File: src/rtl/soc_bus_arb2_if.sv
// Single-cycle stb/ack memory bus. The requester uses the master modport and the
// responder uses the slave modport. err is driven only by arbiter-side slaves.
interface soc_bus_arb2_if;
  logic        stb;
  logic [31:0] addr;
  logic        rw;
  logic [31:0] dtw;
  logic        ack;
  logic [31:0] dtr;
  logic        err;

  modport master (
    output stb, addr, rw, dtw,
    input  ack, dtr
  );

  modport slave (
    input  stb, addr, rw, dtw,
    output ack, dtr, err
  );
endinterface

File: src/rtl/soc_bus_arb2.sv
// Two-master stb/ack bus arbiter with round-robin or fixed priority and a
// watchdog that forces an error completion when the downstream slave never acks.
module soc_bus_arb2 #(
  parameter int          PRIO_MODE = 0,
  parameter int          TIMEOUT   = 255,
  parameter int          TO_BITS   = 8,
  parameter logic [31:0] ERR_DATA  = 32'hDEADBEEF
) (
  input  logic                 clk,
  input  logic                 rst_n,
  soc_bus_arb2_if.slave        m0,
  soc_bus_arb2_if.slave        m1,
  soc_bus_arb2_if.master       s,
  output logic                 owner,
  output logic                 busy
);

  typedef enum logic {IDLE, WAIT} state_t;

  localparam logic [TO_BITS-1:0] TO_LIM = TO_BITS'(TIMEOUT);
  localparam bit                 TO_EN  = (TIMEOUT != 0);

  state_t             state;
  logic               pend0, pend1;
  logic [31:0]        addr0_q, dtw0_q, addr1_q, dtw1_q;
  logic               rw0_q, rw1_q;
  logic               last;
  logic [TO_BITS-1:0] cnt;

  logic               req0, req1;
  logic               win;
  logic [31:0]        sel_addr, sel_dtw;
  logic               sel_rw;
  logic               timeout_hit;

  // Returns the index of the winning master; only meaningful when r0 | r1.
  function automatic logic pick(input logic r0, input logic r1, input logic lst);
    if (PRIO_MODE != 0) return !r0;
    if (r0 && r1)       return !lst;
    return !r0;
  endfunction

  // A fresh strobe bypasses the request register so it can issue in its own cycle.
  always_comb begin
    req0     = pend0 | m0.stb;
    req1     = pend1 | m1.stb;
    win      = pick(req0, req1, last);
    sel_addr = pend0 ? addr0_q : m0.addr;
    sel_rw   = pend0 ? rw0_q   : m0.rw;
    sel_dtw  = pend0 ? dtw0_q  : m0.dtw;
    if (win) begin
      sel_addr = pend1 ? addr1_q : m1.addr;
      sel_rw   = pend1 ? rw1_q   : m1.rw;
      sel_dtw  = pend1 ? dtw1_q  : m1.dtw;
    end
    timeout_hit = TO_EN && (cnt == TO_LIM);
  end

  always_ff @(posedge clk or negedge rst_n) begin
    if (!rst_n) begin
      state   <= IDLE;
      pend0   <= 1'b0;
      pend1   <= 1'b0;
      addr0_q <= '0;
      dtw0_q  <= '0;
      rw0_q   <= 1'b0;
      addr1_q <= '0;
      dtw1_q  <= '0;
      rw1_q   <= 1'b0;
      last    <= 1'b1;
      cnt     <= '0;
      owner   <= 1'b0;
      busy    <= 1'b0;
      s.stb   <= 1'b0;
      s.addr  <= '0;
      s.rw    <= 1'b0;
      s.dtw   <= '0;
      m0.ack  <= 1'b0;
      m0.err  <= 1'b0;
      m0.dtr  <= '0;
      m1.ack  <= 1'b0;
      m1.err  <= 1'b0;
      m1.dtr  <= '0;
    end else begin
      s.stb  <= 1'b0;
      m0.ack <= 1'b0;
      m0.err <= 1'b0;
      m1.ack <= 1'b0;
      m1.err <= 1'b0;

      // A strobe from an already-pending master is dropped.
      if (m0.stb && !pend0) begin
        pend0   <= 1'b1;
        addr0_q <= m0.addr;
        rw0_q   <= m0.rw;
        dtw0_q  <= m0.dtw;
      end
      if (m1.stb && !pend1) begin
        pend1   <= 1'b1;
        addr1_q <= m1.addr;
        rw1_q   <= m1.rw;
        dtw1_q  <= m1.dtw;
      end

      case (state)
        IDLE: begin
          if (req0 || req1) begin
            s.stb  <= 1'b1;
            s.addr <= sel_addr;
            s.rw   <= sel_rw;
            s.dtw  <= sel_dtw;
            owner  <= win;
            cnt    <= '0;
            busy   <= 1'b1;
            state  <= WAIT;
          end
        end
        WAIT: begin
          cnt <= cnt + TO_BITS'(1);
          // A real ack on the watchdog's last cycle takes precedence over the error.
          if (s.ack || timeout_hit) begin
            if (owner) begin
              m1.ack <= 1'b1;
              m1.err <= !s.ack;
              m1.dtr <= s.ack ? s.dtr : ERR_DATA;
              pend1  <= 1'b0;
            end else begin
              m0.ack <= 1'b1;
              m0.err <= !s.ack;
              m0.dtr <= s.ack ? s.dtr : ERR_DATA;
              pend0  <= 1'b0;
            end
            last  <= owner;
            busy  <= 1'b0;
            state <= IDLE;
          end
        end
        default: state <= IDLE;
      endcase
    end
  end

endmodule

File: src/flat_wrapper.sv
// flat-port wrapper written by rule: the top's interface ports become plain ports
module soc_bus_arb2_flat 
#(
  parameter int          PRIO_MODE = 0,
  parameter int          TIMEOUT   = 255,
  parameter int          TO_BITS   = 8,
  parameter logic [31:0] ERR_DATA  = 32'hDEADBEEF
)
  (clk, rst_n, owner, busy, m0_stb, m0_addr, m0_rw, m0_dtw, m0_ack, m0_dtr, m0_err, m1_stb, m1_addr, m1_rw, m1_dtw, m1_ack, m1_dtr, m1_err, s_stb, s_addr, s_rw, s_dtw, s_ack, s_dtr);
  soc_bus_arb2_if m0_i ();
  soc_bus_arb2_if m1_i ();
  soc_bus_arb2_if s_i ();
  input  logic clk;
  input  logic rst_n;
  output logic owner;
  output logic busy;
  input wire logic [$bits(m0_i.stb)-1:0] m0_stb;
  input wire logic [$bits(m0_i.addr)-1:0] m0_addr;
  input wire logic [$bits(m0_i.rw)-1:0] m0_rw;
  input wire logic [$bits(m0_i.dtw)-1:0] m0_dtw;
  output wire logic [$bits(m0_i.ack)-1:0] m0_ack;
  output wire logic [$bits(m0_i.dtr)-1:0] m0_dtr;
  output wire logic [$bits(m0_i.err)-1:0] m0_err;
  input wire logic [$bits(m1_i.stb)-1:0] m1_stb;
  input wire logic [$bits(m1_i.addr)-1:0] m1_addr;
  input wire logic [$bits(m1_i.rw)-1:0] m1_rw;
  input wire logic [$bits(m1_i.dtw)-1:0] m1_dtw;
  output wire logic [$bits(m1_i.ack)-1:0] m1_ack;
  output wire logic [$bits(m1_i.dtr)-1:0] m1_dtr;
  output wire logic [$bits(m1_i.err)-1:0] m1_err;
  output wire logic [$bits(s_i.stb)-1:0] s_stb;
  output wire logic [$bits(s_i.addr)-1:0] s_addr;
  output wire logic [$bits(s_i.rw)-1:0] s_rw;
  output wire logic [$bits(s_i.dtw)-1:0] s_dtw;
  input wire logic [$bits(s_i.ack)-1:0] s_ack;
  input wire logic [$bits(s_i.dtr)-1:0] s_dtr;
  assign m0_i.stb = m0_stb;
  assign m0_i.addr = m0_addr;
  assign m0_i.rw = m0_rw;
  assign m0_i.dtw = m0_dtw;
  assign m0_ack = m0_i.ack;
  assign m0_dtr = m0_i.dtr;
  assign m0_err = m0_i.err;
  assign m1_i.stb = m1_stb;
  assign m1_i.addr = m1_addr;
  assign m1_i.rw = m1_rw;
  assign m1_i.dtw = m1_dtw;
  assign m1_ack = m1_i.ack;
  assign m1_dtr = m1_i.dtr;
  assign m1_err = m1_i.err;
  assign s_stb = s_i.stb;
  assign s_addr = s_i.addr;
  assign s_rw = s_i.rw;
  assign s_dtw = s_i.dtw;
  assign s_i.ack = s_ack;
  assign s_i.dtr = s_dtr;
  soc_bus_arb2 #(.PRIO_MODE(PRIO_MODE), .TIMEOUT(TIMEOUT), .TO_BITS(TO_BITS), .ERR_DATA(ERR_DATA)) u_core (.clk(clk), .rst_n(rst_n), .m0(m0_i), .m1(m1_i), .s(s_i), .owner(owner), .busy(busy));
endmodule
File: config.mk
export PLATFORM = sky130hd
export DESIGN_NAME = soc_bus_arb2_flat
export DESIGN_NICKNAME = d
export VERILOG_FILES = /design/src/rtl/soc_bus_arb2_if.sv /design/src/rtl/soc_bus_arb2.sv /design/src/flat_wrapper.sv
export SDC_FILE = /design/constraint.sdc
export NUM_CORES = 1
export LEC_CHECK = 0
export CAP_MARGIN = 20
export CORE_UTILIZATION = 39
export DETAILED_ROUTE_END_ITERATION = 7
export GPL_TIMING_DRIVEN = 0
export PLACE_DENSITY = 0.7
export SLEW_MARGIN = 10
export SYNTH_ARGS = -nofsm -noshare
export SYNTH_HDL_FRONTEND = slang
export SYNTH_SLANG_ARGS = --single-unit
File: constraint.sdc
create_clock -name clk -period 4.71 [get_ports clk]
set_clock_uncertainty 0.1 [all_clocks]
set_input_delay 1.1775 -clock clk [delete_from_list [all_inputs] [get_ports clk]]
set_output_delay 1.1775 -clock clk [all_outputs]
set_load 0.05 [all_outputs]
# After elaboration in Yosys (flattened, before gate mapping)
# Cells that the tools add are included.
# W data, S select, Z words.
dict set report op_classes {
  add_sub_neg 1
  eq_ne 3
  muxes 42
  bitwise 4
  reduce_logical 15
}
# cell count
set op_table {}
lappend op_table {{$mux W32} 7}
lappend op_table {{$mux W1} 31}
lappend op_table {{$pmux W8 S2} 1}
lappend op_table {{$add A8 B1 Y8 const B} 1}
lappend op_table {{$eq A8 B8 Y1 const B} 1}
lappend op_table {{$mux W8} 1}
lappend op_table {{$reduce_and A2 Y1} 3}
lappend op_table {{$reduce_and A3 Y1} 2}
lappend op_table {{$logic_not A1 Y1} 5}
lappend op_table {{$pmux W1 S2} 2}
lappend op_table {{$logic_and A1 B1 Y1} 3}
lappend op_table {{$logic_or A1 B1 Y1} 2}
lappend op_table {{$ne A2 B1 Y1 const B} 1}
lappend op_table {{$ne A2 B2 Y1 const B} 1}
lappend op_table {{$not A1 Y1} 2}
lappend op_table {{$or A1 B1 Y1} 2}
dict set report totals {
  reg_bits 278
  input_bits 167
  out_inout_bits 136
}

# Logic depth before layout (Yosys ltp)
dict set report depth {
  word_depth 6
  depth_mapped 8
  depth_no_buf 4
}

# Worst setup path after synthesis
# OpenSTA, ideal clock, no wires.
dict set report synth_timing {
  path_type {input-to-reg}
  from {in m0_stb}
  to {reg u_core.s.addr[0]}
  setup_ns 0.132
  t_arrival_ns 2.152
  slack_ns 2.326
  stages 5
  path_buffers 2
  cell_sequence {or2_2 -> buf_2 -> clkbuf_1 -> a221oi_1 -> o31ai_1}
}
dict set report synth_via {
  elab_chain_cells 5
  word_cells_on_any_way 8
  cone_classes {mux: 3; bitwise: 1; reduce/logical: 4}
}
# item line
set synth_rtl {}
lappend synth_rtl {{start, declared} flat_wrapper.sv:17} ;# input wire logic [$bits(m0_i.stb)-1:0] m0_stb;
lappend synth_rtl {{$or A1 B1 Y1 *} soc_bus_arb2.sv:45} ;# req0 = pend0 | m0.stb;
lappend synth_rtl {{$logic_and A1 B1 Y1} soc_bus_arb2.sv:39} ;# if (r0 && r1) return !lst;
lappend synth_rtl {{$mux W1} soc_bus_arb2.sv:39}
lappend synth_rtl {{$mux W1} soc_bus_arb2.sv:40} ;# return !r0;
lappend synth_rtl {{$mux W32} soc_bus_arb2.sv:51} ;# if (win) begin
lappend synth_rtl {{end signal, assigned} soc_bus_arb2.sv:109} ;# s.addr <= sel_addr;
lappend synth_rtl {{end, declared} soc_bus_arb2_if.sv:13} ;# output stb, addr, rw, dtw,
# Mark *: on every way between the ends. The rest lies on a longest branch, timed or not.
# A chain may end at the register's enable or synchronous reset.

# Worst setup path in the final report
dict set report layout_timing {
  from {reg u_core.s.dtw[2]}
  to {out s_dtw[2]}
}
# item line
set layout_rtl {}
lappend layout_rtl {{start, declared} soc_bus_arb2_if.sv:13}
lappend layout_rtl {{start signal, assigned} soc_bus_arb2.sv:111} ;# s.dtw <= sel_dtw;
lappend layout_rtl {{end, declared} flat_wrapper.sv:34} ;# output wire logic [$bits(s_i.dtw)-1:0] s_dtw;
# No word-level cell between the ends.

==> results.tsv <==
metric	value	unit
whs	0.384	ns
place_area	16800	um^2
fin_nets	1679	
p_per_area	716	nW/um^2
grt_pass1_vias	11100	
crit_path_max_fanout	2	
arrival	1.81	ns
drt_pass1_iterations	5	
finalPower	0.0128	W
path_clk_slew	0.06	ns
cp_slowest_cell	clkdlybuf4s50_1	
placedCellCount	1920	
fin_crit_sh	0.656	
cts_buffer_depth	3	
viasPerCell	5.67	
cp-startpoint	u_core.s.dtw[2]	
grt_pass1_wl	63.0	mm
grt_max_degree	101	
yosysSeqAreaShare	0.528	
grt_util_all_layers	0.236	
maxCapViolCount	0	
ys_seq_elements	278	
routedWlPerCell	21.0	um
core-area	32900	um^2
max_freq	0.324	GHz
cts_tree	built	
r2r_start	u_core.pend0	
maxSlewViolCount	0	
critical_path.cell_chain	clkdlybuf4s50_1	
layout.cells.non_filler	1979	
syn_area	13200	um^2
synthDistinctLibCells	44	
crit_type	flop to output pin	
clockRootBuffer	clkbuf_16	
rows	66	
cts_max_level	1	
power.leakage	6.99	nW
hold_start	u_core.cnt[6]	
start_kind	flop	
synthSimpleGateAreaFrac	0.0981	
cts_setup_buffers	0	
place_congestion	0.855	
cts_hold_buffers	0	
grt-ovfl-total	0	
setup_tns	0	ns
slowest_delay	0.89	ns
synthAdderAreaFrac	0.000949	
dieHeight	186	um
vias	11200	
syn2layout_area_growth	35.5	%
synthesis.nets	1343	
cts_buffers	31	
hold_violations	0	
synth_compound_area_frac	0.212	
hold_path_class	flop to flop	
avgSynthCellArea	11.2	um^2
yosys-top-cells-area	dfrtp_1 (53%), mux2_2 (11%), nor2b_1 (6.3%)	
synthMuxAreaShare	0.116	
cts_resized	0	
crit_buf_inv	1	
setup_viol	0	
ir_drop	0.356	mV
period_needed	3.09	ns
grt_antenna_before_repair	9	
synth_top_area_frac	0.526	
ant_nets	0	
synthXorXnorAreaFrac	0.000665	
status	complete, no violations	
tightest_slew	0.832	ns
drc	0	
die-area	34500	um^2
wl	41.5	mm
final_area	17900	um^2
relSlewSlack	0.441	
ioPinCount	303	
syn_inst	1175	
cp_top_family	buffers and inverters	
die_width	186	um
synth_top_family_by_area	compound AO/OA/AOI/OAI gates	
start_util	0.401	
drt_iter0_markers	688	
hpwl	29.7	mm
required	3.43	ns
drive_gt1_frac	0.162	
synth_top_area_cell	dfrtp_1	
yosysWarnings	0	
cts_sinks	278	
portBuffers	301	
rsz0062_at_grt	false	
clock_latency	0.56	ns
endpoint_kind	output pin	
-- routing by layer --
metal | GRT usage | part of all wire | vias up
li1 | - | - | 5102
met1 | 0.316 | 0.42 | 5596
met4 | 0.0715 | 0.026 | 12
met5 | 0 | 0.0020 | -
met3 | 0.0466 | 0.074 | 76
met2 | 0.384 | 0.48 | 440
-- power by group --
part / internal (W) / total (W) / switching [W]
clock network: 0.00147 / 0.00246 / 0.000990
registers: 0.00352 / 0.00422 / 0.000708
logic: 0.00231 / 0.00610 / 0.00378
-- sequential cells by signal, summed over array words and instances, names as in the netlist, 8 cells and up --
| name | flops |
|---|---|
| u_core.addr0_q | 32 |
| u_core.addr1_q | 32 |
| u_core.cnt | 8 |
| u_core.dtw0_q | 32 |
| u_core.dtw1_q | 32 |
| u_core.m0.dtr | 32 |
| u_core.m1.dtr | 32 |
| u_core.s.addr | 32 |
| u_core.s.dtw | 32 |
-- area by class of cell --
class / instances / area [um^2]
well taps: 442 / 553
multi-input cells: 768 / 5630
diodes: 3 / 7.51
flip-flops and latches: 278 / 6960
clock buffers: 46 / 932
plain buffers: 126 / 578
inverters: 3 / 11.3
clock inverters: 10 / 109
repair buffers: 303 / 3070
fillers: 2912 / 15000
-- kinds of logic after synthesis --
group | Yosys count
muxes | 136
DFF | 278
xor gates and xnor gates | 1
AOI/OAI and AO/OA | 404
and+or+nand+nor | 226
adders and majority gates | 1
buffers and inverters | 129
-- final timing paths --
check                                          to  slack, ns  depth (start not counted)
max in group asynchronous       u_core.dtw0_q[17]       2.56                          3
worst min register to register      u_core.cnt[6]       0.38                          1
worst max register to register  u_core.s.addr[18]       2.44                          7
worst max-delay path                     s_dtw[2]       1.62                          1
min in group asynchronous        u_core.m1.dtr[8]       0.57                          1
worst min-delay path                u_core.cnt[6]       0.38                          1
-- cells in the mapped netlist, drive strengths merged --
library cell  number
xor2               1
a2111oi           65
clkbuf            68
buf               58
nor3               3
and2               1
nand2              3
dfrtp            277
a22o               1
o21ba              1
nand3b             1
o21ai             87
nand2b            19
a21oi             53
mux2i              4
ha                 1
mux2             132
dfstp              1
nor4               1
nand4              1
nand3              5
nor2              52
and3b              1
and4               2
inv                3
o22ai             48
nor2b            132
o211ai             1
a32o               1
a221oi            65
or2                2
and3               3
o31ai             65
o21bai             1
a22oi             16
-- layout by cell type, fill, tap and decap left out, types with 49 or more instances in the layout --
master,synthesis,routed
clkbuf_1,66,71
buf_2,49,49
dfrtp_1,277,277
a221oi_1,65,65
nor2_1,51,51
o31ai_1,65,65
o21ai_0,84,84
a21oi_1,53,53
nor2b_1,132,132
clkdlybuf4s50_1,0,300
mux2_2,132,132
a2111oi_0,65,65
-- stage by stage --
step / util / setup WS (ns)
floorplan: - / 2.33
global placement: 0.509 / -9.94
detailed placement: 0.511 / 1.06
CTS: 0.543 / 1.60
global route: 0.543 / 1.56
finish: 0.543 / 1.62
Power figures use the tool's default switching activity.
==> patch 1: new RTL, same settings <==
`TO_BITS` is set to 8 in 2 places; all go to 12.
--- a/src/rtl/soc_bus_arb2.sv
+++ b/src/rtl/soc_bus_arb2.sv
@@ -3,7 +3,7 @@
 module soc_bus_arb2 #(
   parameter int          PRIO_MODE = 0,
   parameter int          TIMEOUT   = 255,
-  parameter int          TO_BITS   = 8,
+  parameter int          TO_BITS   = 12,
   parameter logic [31:0] ERR_DATA  = 32'hDEADBEEF
 ) (
   input  logic                 clk,
--- a/src/flat_wrapper.sv
+++ b/src/flat_wrapper.sv
@@ -3,7 +3,7 @@
 #(
   parameter int          PRIO_MODE = 0,
   parameter int          TIMEOUT   = 255,
-  parameter int          TO_BITS   = 8,
+  parameter int          TO_BITS   = 12,
   parameter logic [31:0] ERR_DATA  = 32'hDEADBEEF
 )
   (clk, rst_n, owner, busy, m0_stb, m0_addr, m0_rw, m0_dtw, m0_ack, m0_dtr, m0_err, m1_stb, m1_addr, m1_rw, m1_dtw, m1_ack, m1_dtr, m1_err, s_stb, s_addr, s_rw, s_dtw, s_ack, s_dtr);
Formal check against the unedited RTL: no difference found for any inputs over 4 cycles, from zero or initial values and one cycle with rst_n low; that may be too few to reach the edited logic, so the function may still have changed.
==> patch 1 against the unedited design <==
  * Cell count rose by 3.0%
  * Sequential cell count rose by 4
  * Global-route usage fell by 0.88 points
  * Setup slack got worse by 0.24 ns
  * Final area rose by 3.5%
  * Largest cell class unchanged
  * Sequential share of layout area fell by 0.79 points
  * Routed wire length fell by 0.26%
  * Highest routed layer unchanged
  * Power fell by 2.1%
  * Synthesized area rose by 4.2%
==> patch 1: results (changes against the unedited design) <==
Async SR Flop Fraction - 100.0% (unchanged)
Mapped Nets - 1385 (was 1343)
H-tree Lvls - 1 (unchanged)
Worst path slowest cell - clkdlybuf4s50_1 (unchanged)
Root Driver - clkbuf_16 (unchanged)
clock buffer depth - 3 (unchanged)
setup slack at placement - 1.246 ns (was 1.062 ns)
Leakage Power - 7.497 nW (was 6.995 nW)
drt via density - 5.462 (was 5.673)
number of nets in the layout - 1722 (was 1679)
Mapped Avg Cell Area - 11.29 um^2 (was 11.22 um^2)
clk_lat worst skew - 0.56 ns (about the same)
Adder-Cell Fraction of Synth Area - 0.09107% (was 0.09494%)
vias in the first global route - 11264 (was 11079)
pin count of the biggest net entering global routing - 97 (was 101)
HP Class - input pin to async pin (was flop to flop)
router iterations before antenna repair - 4 (was 5)
Final GP Congestion - 0.8315 (was 0.8554)
layout cells sized above 1 - 15.78% (was 16.23%)
cts repair resizes - 0 (unchanged)
Synth area leaders - dfrtp_1 (51%), mux2_2 (11%), nor2b_1 (6.0%) (was dfrtp_1 (53%), mux2_2 (11%), nor2b_1 (6.3%))
post-DR wirelength/cell - 20.31 um (was 20.98 um)
Ys Warns - 0 (unchanged)
number of fill cells - 2998 (was 2912)
I/O Buffers - 301 (unchanged)
Clock Pin Slew Worst Setup and Hold Paths - 0.06 ns (about the same)
crit-path max FO - 8 (was 2)
total CTS buffers - 31 (unchanged)
post-synthesis compound-gate area fraction - 18.20% (was 21.18%)
initial antenna violation count - 11 (was 9)
global-route wire length before repair - 64020 um (was 63040 um)
commonest cells in the netlist - dfrtp_1 (281), nor2b_1 (132), mux2_2 (131) (was dfrtp_1 (277), mux2_2 (132), nor2b_1 (132))
Placed Cells - 1976 (was 1920)
post-synthesis xor/xnor area fraction - 0% (was 0.06646%)
register area share after synthesis - 51.38% (was 52.80%)
worst vdd ir - 433.4 uV (was 355.5 uV)
Worst slew margin - 52.37% (was 44.15%)
Largest stage delay, worst path - 0.91 ns (was 0.89 ns)
Post-CTS Setup Bufs - 0 (unchanged)
global-route usage over all layers - 22.70% (was 23.58%)
Initial DRC Count - 496 (was 688)
Final HPWL DP - 29980 um (was 29750 um)
Yosys cell types - 44 (unchanged)
WP data arrival - 2.05 ns (was 1.81 ns)
Post-Route WL - 41410 um (was 41520 um)
status - finished clean (unchanged)
mux cell area share after synthesis - 15.44% (was 11.58%)
dpl cell area - 0.01741 mm^2 (was 0.01680 mm^2)
==> patch 1: changes by cell type after synthesis, sizes merged, moves of 15 or more <==
| cell | before | now |
|---|---|---|
| mux2i | 4 | 63 |
| o22ai | 48 | 1 |
| o21ai | 87 | 72 |
| a22oi | 16 | 0 |
| nor2 | 52 | 13 |
| inv | 3 | 59 |
==> patch 1: cell type report <==
class | instances | area (um^2) | share of cell area (%)
antenna | 6 | 15.01 | 0.08122
buffer | 116 | 506.7 | 2.741
clock buffer | 41 | 873.3 | 4.725
clock inverter | 16 | 188.9 | 1.022
inverter | 59 | 221.5 | 1.198
multi-input combinational | 760 | 5952 | 32.20
sequential | 282 | 7058 | 38.18
tap | 455 | 569.3 | 3.080
timing repair buffer | 304 | 3100 | 16.77
==> patch 1: path summary, 6_finish.rpt <==
path                              startpoint           endpoint  slack (ns)  depth (start not counted)
setup / recovery                u_core.owner              owner        1.38                          1
hold / removal                         rst_n  u_core.m1.dtr[19]        0.38                          1
setup reg to reg                u_core.pend1   u_core.s.dtw[27]        2.45                          6
hold reg to reg            u_core.m0.dtr[22]  u_core.m0.dtr[22]        0.40                          1
max in group asynchronous              rst_n   u_core.s.dtw[13]        2.87                          3
min in group clk           u_core.m0.dtr[22]  u_core.m0.dtr[22]        0.40                          1
==> patch 1: metal layers <==
metal / track usage, % / vias up / share of wire (%)
li1: - / 5167 / -
met5: 0 / - / 0.21
met3: 5.036 / 81 / 6.8
met4: 8.033 / 12 / 3.3
met1: 30.17 / 5497 / 43
met2: 36.40 / 380 / 46
==> patch 1: where the power goes <==
group          switching (mW)  total, mW  internal, mW
clock                    1.00       2.52          1.52
sequential              0.679       4.18          3.50
combinational            3.57       5.80          2.24
total                    5.25       12.5          7.25
==> patch 2: new RTL, same flow settings <==
Made on the original files. Reset style: synchronous (`rst_n`), changed in one clocked block.
--- a/src/rtl/soc_bus_arb2.sv
+++ b/src/rtl/soc_bus_arb2.sv
@@ -56,7 +56,7 @@
     timeout_hit = TO_EN && (cnt == TO_LIM);
   end
 
-  always_ff @(posedge clk or negedge rst_n) begin
+  always_ff @(posedge clk) begin
     if (!rst_n) begin
       state   <= IDLE;
       pend0   <= 1'b0;
Check against the original RTL: differs if rst_n is asserted again (counterexample within 4 cycles, from zero or initial values and one cycle with rst_n low); with rst_n held inactive, the same outputs for 4 cycles.
==> patch 2 against the unedited design <==
  * Setup slack lost 0.21 ns
  * Sequential cell count is the same
  * Synthesized area shrank 1.9%
  * Final area shrank 1.5%
  * Global-route usage grew 1.0 points
  * Sequential share of layout area shrank 7.3 points
  * Cell count grew 19%
  * Routed wire length grew 2.4%
Power is not compared: it rests on default switching activity, and its combinational part moved more than twofold at a synthesized area within 25%.
==> patch 2: results (changes against the unedited design) <==
status - finished clean (unchanged)
Yosys cell types - 37 (was 44)
R2R Path Start - u_core.cnt[0] (was u_core.pend0)
Multi-In Gates - 1125 (was 768)
Routed met3 length - 3216 um (was 3082 um)
number of nets in the layout - 2050 (was 1679)
Mapped Nets - 1715 (was 1343)
RR Endpoint - u_core.m0.dtr[26] (was u_core.s.addr[18])
Worst slew margin - 44.89% (was 44.15%)
register area share after synthesis - 43.03% (was 52.80%)
Synth area leaders - dfxtp_1 (43%), nand2_1 (14%), mux2i_1 (10%) (was dfrtp_1 (53%), mux2_2 (11%), nor2b_1 (6.3%))
routing usage on met1 - 32.52% (was 31.58%)
router iterations before antenna repair - 6 (was 5)
post-synthesis compound-gate area fraction - 20.19% (was 21.18%)
Async SR Flop Fraction - 0% (was 100.0%)
vias in the first global route - 11996 (was 11079)
Adder-Cell Fraction of Synth Area - 0.09675% (was 0.09494%)
hold path startpoint - u_core.addr1_q[26] (was u_core.cnt[6])
commonest cells in the netlist - nand2_1 (474), dfxtp_1 (278), mux2i_1 (134) (was dfrtp_1 (277), mux2_2 (132), nor2b_1 (132))
global-route usage over all layers - 24.60% (was 23.58%)
Hold Path End - u_core.addr1_q[26] (was u_core.cnt[6])
met2 routed WL - 19440 um (was 19730 um)
layout cells sized above 1 - 5.092% (was 16.23%)
Ant. Diodes - 5 (was 3)
clock-cell share of area - 6.068% (was 5.831%)
clock buf count - 44 (was 46)
post-synthesis xor/xnor area fraction - 0.06772% (was 0.06646%)
Final HPWL DP - 30600 um (was 29750 um)
launch point of the worst path - u_core.owner (was u_core.s.dtw[2])
met3 usage - 4.209% (was 4.657%)
crit-path max FO - 8 (was 2)
number of fill cells - 3009 (was 2912)
buffers outside the clock class - 443 (was 429)
WP data arrival - 2.02 ns (was 1.81 ns)
Non-clock buffering overhead - 20.78% (was 20.45%)
mux cell area share after synthesis - 10.37% (was 11.58%)
global-route wire length before repair - 65800 um (was 63040 um)
Worst Reg-to-Reg Cells - 8 (was 7)
I/O Buffers - 302 (was 301)
Initial DRC Count - 910 (was 688)
met2 GRT Util - 40.26% (was 38.45%)
flop-to-flop setup slack - 2.46 ns (was 2.44 ns)
ys flop type - dfxtp_1 (was dfrtp_1)
worst hold path depth - 2 (was 1)
pin count of the biggest net entering global routing - 16 (was 101)
## patch 2: cell count changes after synthesis, sizes merged, moves of 72 or more
cell,unedited run,this run
nand3,5,77
a21boi,0,130
dfxtp,0,278
nand2,3,474
nor2b,132,30
mux2,132,0
mux2i,4,134
dfrtp,277,0
## patch 2: through the flow
| stage | std cells | setup slack [ns] | hold slack [ns] | instance area (um^2) |
|---|---|---|---|---|
| 2_1_floorplan | 1547 | 2.264 | 0.3431 | 12930 |
| 3_3_place_gp | 2291 | 1.158 | 0.3479 | 16510 |
| 3_5_place_dp | 2291 | 1.103 | 0.3527 | 16510 |
| 4_1_cts | 2347 | 1.391 | 0.3652 | 17580 |
| 5_1_grt | 2350 | 1.362 | 0.3767 | 17580 |
| 6_report | 2352 | 1.408 | 0.3609 | 17590 |
